### config.mk
export PLATFORM = sky130hd
export DESIGN_NAME = xbus_master_port
export DESIGN_NICKNAME = d
export VERILOG_FILES = /design/src/rtl/xbus_master_port.sv
export SDC_FILE = /design/constraint.sdc
export NUM_CORES = 1
export LEC_CHECK = 0
export ABC_AREA = 0
export BUFFER_PORTS_ARGS = -buffer_cell sky130_fd_sc_hd__buf_2
export CAP_MARGIN = 5
export CORE_MARGIN = 2
export CORE_UTILIZATION = 45
export DETAILED_ROUTE_END_ITERATION = 12
export PLACE_DENSITY = 0.72
export SYNTH_ARGS = -nofsm -noshare
export SYNTH_HDL_FRONTEND = slang
export SYNTH_SLANG_ARGS = --single-unit
### constraint.sdc
create_clock -name clk -period 2.6 [get_ports clk]
set_input_delay 0.52 -clock clk [delete_from_list [all_inputs] [get_ports clk]]
set_output_delay 0.52 -clock clk [all_outputs]
set_load 0.1 [all_outputs]
### src/rtl/xbus_master_port.sv
// Master-side adapter: turns one 8/16/32-bit core access into a run of
// little-endian byte transfers on the shared arbitrated byte bus.
module xbus_master_port #(
    parameter int MASTER_ID = 0,
    parameter int ADDR_W    = 32
) (
    input  logic              clk,
    input  logic              rst,
    input  logic              cpu_req_in,
    input  logic              cpu_we_in,
    input  logic [1:0]        cpu_size_in,
    input  logic              cpu_unsigned_in,
    input  logic [ADDR_W-1:0] cpu_addr_in,
    input  logic [31:0]       cpu_wdata_in,
    output logic              cpu_ready_out,
    output logic              cpu_done_out,
    output logic              cpu_err_out,
    output logic [31:0]       cpu_rdata_out,
    output logic              hold_out,
    output logic              bus_req_out,
    input  logic [4:0]        bus_master_id_in,
    output logic              bus_rw_out,
    output logic [ADDR_W-1:0] bus_addr_out,
    output logic [7:0]        bus_wdata_out,
    input  logic [7:0]        bus_rdata_in
);
    typedef enum logic [1:0] {S_IDLE, S_REQ, S_DONE, S_ERR} state_t;

    state_t            state_q, state_d;
    logic              we_q, we_d;
    logic [1:0]        size_q, size_d;
    logic              uns_q, uns_d;
    logic [ADDR_W-1:0] addr_q, addr_d;
    logic [31:0]       wdata_q, wdata_d;
    logic [2:0]        nbytes_q, nbytes_d;
    logic [1:0]        cnt_q, cnt_d;
    logic [31:0]       buf_q, buf_d;
    logic [31:0]       rdata_q, rdata_d;
    logic              grant, last_byte, bad_access;

    assign grant      = (bus_master_id_in == 5'(MASTER_ID));
    assign last_byte  = ({1'b0, cnt_q} == nbytes_q - 3'd1);
    assign bad_access = (cpu_size_in == 2'd3)
                     || (cpu_size_in == 2'd1 && cpu_addr_in[0])
                     || (cpu_size_in == 2'd2 && cpu_addr_in[1:0] != 2'b00);

    function automatic logic [31:0] extend(input logic [31:0] b, input logic [1:0] sz,
                                           input logic zext);
        case (sz)
            2'd0:    extend = zext ? {24'h0, b[7:0]}  : {{24{b[7]}}, b[7:0]};
            2'd1:    extend = zext ? {16'h0, b[15:0]} : {{16{b[15]}}, b[15:0]};
            default: extend = b;
        endcase
    endfunction

    always_comb begin
        state_d  = state_q;
        we_d     = we_q;
        size_d   = size_q;
        uns_d    = uns_q;
        addr_d   = addr_q;
        wdata_d  = wdata_q;
        nbytes_d = nbytes_q;
        cnt_d    = cnt_q;
        buf_d    = buf_q;
        rdata_d  = rdata_q;
        case (state_q)
            S_IDLE: begin
                if (cpu_req_in) begin
                    we_d     = cpu_we_in;
                    size_d   = cpu_size_in;
                    uns_d    = cpu_unsigned_in;
                    addr_d   = cpu_addr_in;
                    wdata_d  = cpu_wdata_in;
                    nbytes_d = (cpu_size_in == 2'd0) ? 3'd1 : (cpu_size_in == 2'd1) ? 3'd2 : 3'd4;
                    cnt_d    = 2'd0;
                    buf_d    = 32'h0;
                    rdata_d  = 32'h0;
                    state_d  = bad_access ? S_ERR : S_REQ;
                end
            end
            S_REQ: begin
                // Without grant nothing moves; the same byte is retried next cycle.
                if (grant) begin
                    if (!we_q) buf_d[{cnt_q, 3'b000} +: 8] = bus_rdata_in;
                    cnt_d = cnt_q + 2'd1;
                    if (last_byte) begin
                        state_d = S_DONE;
                        rdata_d = we_q ? 32'h0 : extend(buf_d, size_q, uns_q);
                    end
                end
            end
            S_DONE:  state_d = S_IDLE;
            S_ERR:   state_d = S_IDLE;
            default: state_d = S_IDLE;
        endcase
    end

    always_ff @(posedge clk) begin
        if (rst) begin
            state_q  <= S_IDLE;
            we_q     <= 1'b0;
            size_q   <= 2'd0;
            uns_q    <= 1'b0;
            addr_q   <= '0;
            wdata_q  <= 32'h0;
            nbytes_q <= 3'd0;
            cnt_q    <= 2'd0;
            buf_q    <= 32'h0;
            rdata_q  <= 32'h0;
        end else begin
            state_q  <= state_d;
            we_q     <= we_d;
            size_q   <= size_d;
            uns_q    <= uns_d;
            addr_q   <= addr_d;
            wdata_q  <= wdata_d;
            nbytes_q <= nbytes_d;
            cnt_q    <= cnt_d;
            buf_q    <= buf_d;
            rdata_q  <= rdata_d;
        end
    end

    assign cpu_ready_out = (state_q == S_IDLE);
    assign hold_out      = (state_q != S_IDLE);
    assign cpu_done_out  = (state_q == S_DONE) || (state_q == S_ERR);
    assign cpu_err_out   = (state_q == S_ERR);
    assign cpu_rdata_out = rdata_q;
    assign bus_req_out   = (state_q == S_REQ);
    assign bus_rw_out    = bus_req_out && we_q;
    assign bus_addr_out  = bus_req_out ? addr_q + ADDR_W'(cnt_q) : '0;
    assign bus_wdata_out = (bus_req_out && we_q) ? wdata_q[{cnt_q, 3'b000} +: 8] : 8'h0;
endmodule

==> results.yml <==
drt:
  avgViaCountPerCell: 5.869
  routed_wl_mm: 21.27
  num_vias: 7019
  dr.pass1.iters: 6
  wire_per_inst_um: 17.78
  drtIter0Drc: 467
  drc: 0
  postRouteAntennaNets: 0
critical_path:
  cp-startpoint: "addr_q[10]"
  cp_common_cell: "or4_4"
  path_cells: "nand4_1 -> buf_4 -> or4_4 -> or4_4 -> a21oi_4 -> buf_12"
  rr_endpoint: "cpu_rdata_out[19]"
  arrival_ns: 2.49
  cp_slowest_cell: "or4_4"
  cpLargestDelayFamily: "simple AND/OR/NAND/NOR gates"
  cp_num_cells: 6
  crit_buf_inv: 2
  rrSetupSlack_ns: 0.25
  worstSetupStartpointType: "flop"
  timing.critical_path.to: "bus_addr_out[26]"
  rr_startpoint: "cnt_q[0]"
  rr_worst_depth: 8
  critPathMaxFanout: 7
  critical_path_class: "reg -> out"
  critPathMaxStageDelay_ns: 0.52
  required_ns: 2.08
  end_kind: "primary output"
power:
  p_int_uw: 4214
  ir_drop_mv: 0.5128
  seq_power_share_pct: 39.4
  swShare_pct: 27.09
  p_comb_share_pct: 15.0
  power.density_mw_per_mm2: 584.8
  switchingPower_uw: 1566
  p_leak_uw: 0.003813
  clkPwrFrac_pct: 45.6
synth:
  syn_inst: 810
  synth_area_mm2: 0.006684
  synthMostInstantiatedCell: "nand2_1"
  syn_nets: 903
  seq_area_frac_synth_pct: 41.63
  synth_area_leaders: "dfxtp_1 (42%), nand2_1 (9.0%), a21oi_1 (8.1%)"
  synth.ff_latch_count: 139
  synth_top_area_share_pct: 41.63
  synth.distinct_cells: 56
  async_flop_share_pct: 0
  synth_commonest_cells: "nand2_1 (160), dfxtp_1 (139), a21oi_1 (108)"
  yosysWarnings: 0
  yosys_most_used_dff: "dfxtp_1"
  avgSynthCellArea_um2: 8.252
  yosysTopAreaCell: "dfxtp_1"
  synth_edf_count: 0
timing:
  skew_ns: 0.008653
  slew_viol_final: 0
  rsz0062_at_grt: "true"
  setup_tns_ns: -6.052
  tightest_slew_ns: 0.7782
  setup_slack_ns: -0.4080
  finalSetupViolCount: 24
  slew_headroom_pct: 48.05
  post-route-period-util_pct: 115.7
  hold_viol_final: 0
  period_minus_slack_ns: 3.008
  fmax_mhz: 332.4
  whs_ns: 0.3339
clocking:
  cts_tree: "yes"
  htreeDepth: 4
  clk_pin_slew_ns: 0.06
  ctsRootBufferMaster: "clkbuf_16"
  cts_max_path_buffers: 2
  cts-buffers-inserted: 17
  clock_latency_ns: 0.42
  cts_sinks: 139
place:
  place.gp.congestion: 0.8484
  dpl_cell_area_mm2: 0.008623
  dpl.hpwl_mm: 13.81
  io_buffers: 161
  dp_cells: 1139
final_layout:
  final_layout_size_suffix_gt1_share_pct: 38.28
  instances_no_fill: 1196
  synthToLayoutAreaGrowth_pct: 47.88
  stdcell_area_mm2: 0.009884
  nets: 1091
grt:
  antenna_found_initial: 3
  grt_usage_pct: 26.08
  grt_max_degree: 70
  grt_pass1_wl_mm: 33.59
  gr-total-overflow: 0
  grt_pass1_vias: 6604
die:
  die_height_um: 125.9
  num_rows: 44
  core_mm2: 0.01453
  die_x_um: 125.9
  dieArea_mm2: 0.01584
  start_util_pct: 45.99
  ios: 162
run_status:
  violations: "setup timing"
  status: "complete, but fails checks"
run:
  cap_violations: 0
hold_path:
  min_path_type: "in -> reg"
==> power by group through the flow <==
| stage | clock network, uW | logic (uW) | registers, uW |
|---|---|---|---|
| after detailed placement | 0 | 822 | 2320 |
| after global placement | 0 | 813 | 2320 |
| after global routing | 2760 | 932 | 2290 |
| final | 2630 | 867 | 2280 |
| after floorplan | 0 | 533 | 2310 |
| after CTS | 2660 | 840 | 2280 |
==> routing by layer <==
layer	routed length, um	global-route usage, %	part of all wire, %
met5	23	0	0.11
met1	8778	32.18	41
met4	610	10.21	2.9
met3	1447	7.349	6.8
met2	10410	43.34	49
==> state kept, by name, indices dropped and copies added, names as in the netlist <==
signal	flops
cnt_q	2
nbytes_q	3
buf_q	32
size_q	2
we_q	1
wdata_q	32
addr_q	32
state_q	2
uns_q	1
cpu_rdata_out	32
==> repair_timing <==
| action | in CTS | in global routing |
|---|---|---|
| endpoints found under the setup margin | 38 | 67 |
| gates cloned | 1 | 0 |
| buffers inserted | 12 | 13 |
| resized for setup | 56 | 51 |
| pin swaps | 24 | 23 |
| hold buffers | 0 | 0 |
==> worst min-delay path by stage <==
stage,cells after the start,slack [ns],startpoint,end
floorplan,2,0.43,nbytes_q[1],nbytes_q[1]
global placement,2,0.44,buf_q[0],buf_q[0]
detailed placement,1,0.44,cpu_rdata_out[5],cpu_rdata_out[5]
CTS,3,0.32,cpu_wdata_in[31],wdata_q[31]
global route,3,0.32,cpu_wdata_in[20],wdata_q[20]
finish,3,0.33,cpu_wdata_in[31],wdata_q[31]
==> per-stage QoR <==
step	util, %	total power (uW)	worst slack, ns
2_1_floorplan	-	2839	-0.3401
3_3_place_gp	59.33	3130	-0.01215
3_5_place_dp	59.33	3143	-0.04255
4_1_cts	66.11	5776	-0.3792
5_1_grt	67.99	5978	-0.4522
6_report	68.01	5781	-0.4080
==> placed cells by master (no fill, tap or decap), types with 10 or more instances in the layout <==
master     synthesis  final
a21oi_1          108     90
buf_4              1     72
a221oi_1          16     16
nand2_1          160    159
or4_4              1     13
and3_1            21     17
buf_12             0     33
a22o_1            15     15
dfxtp_1          139    127
a22oi_1           16     16
nor2_1            27     15
nand3_1           25     17
o211ai_1          16     16
o31ai_1           28     23
nand4_1           10     10
clkbuf_16          0     17
buf_2              4    120
buf_6              1     12
o21ai_0           15     13
a21oi_4            0     17
==> worst min-delay path, delay by kind of cell <==
family | cells | cell delay [ns]
compound gates | 1 | 0.05
buf+inv | 1 | 0.09
simple gates | 1 | 0.04
==> final cells by class <==
cell class,instances,area (um^2)
clock inverters,9,158.9
fillers,1140,4649
multi-input cells,592,4204
inverters,10,41.29
clock buffers,23,488.0
well taps,184,230.2
repair buffers,238,1952
diodes,1,2.502
flip-flops and latches,139,2808
==> cells by family (layout without fill, tap and decap cells) <==
family | after synthesis | after routing | synth area share [%]
other | 0 | 1 | 0
DFF | 139 | 139 | 41.63
xor gates and xnor gates | 15 | 15 | 1.966
adders and majority gates | 9 | 9 | 1.797
AOI/OAI and AO/OA | 247 | 247 | 23.92
and+or+nand+nor | 309 | 310 | 22.78
muxes | 11 | 11 | 3.164
buffers and inverters | 80 | 280 | 4.736
No activity file was read; power rests on OpenSTA's default activity.
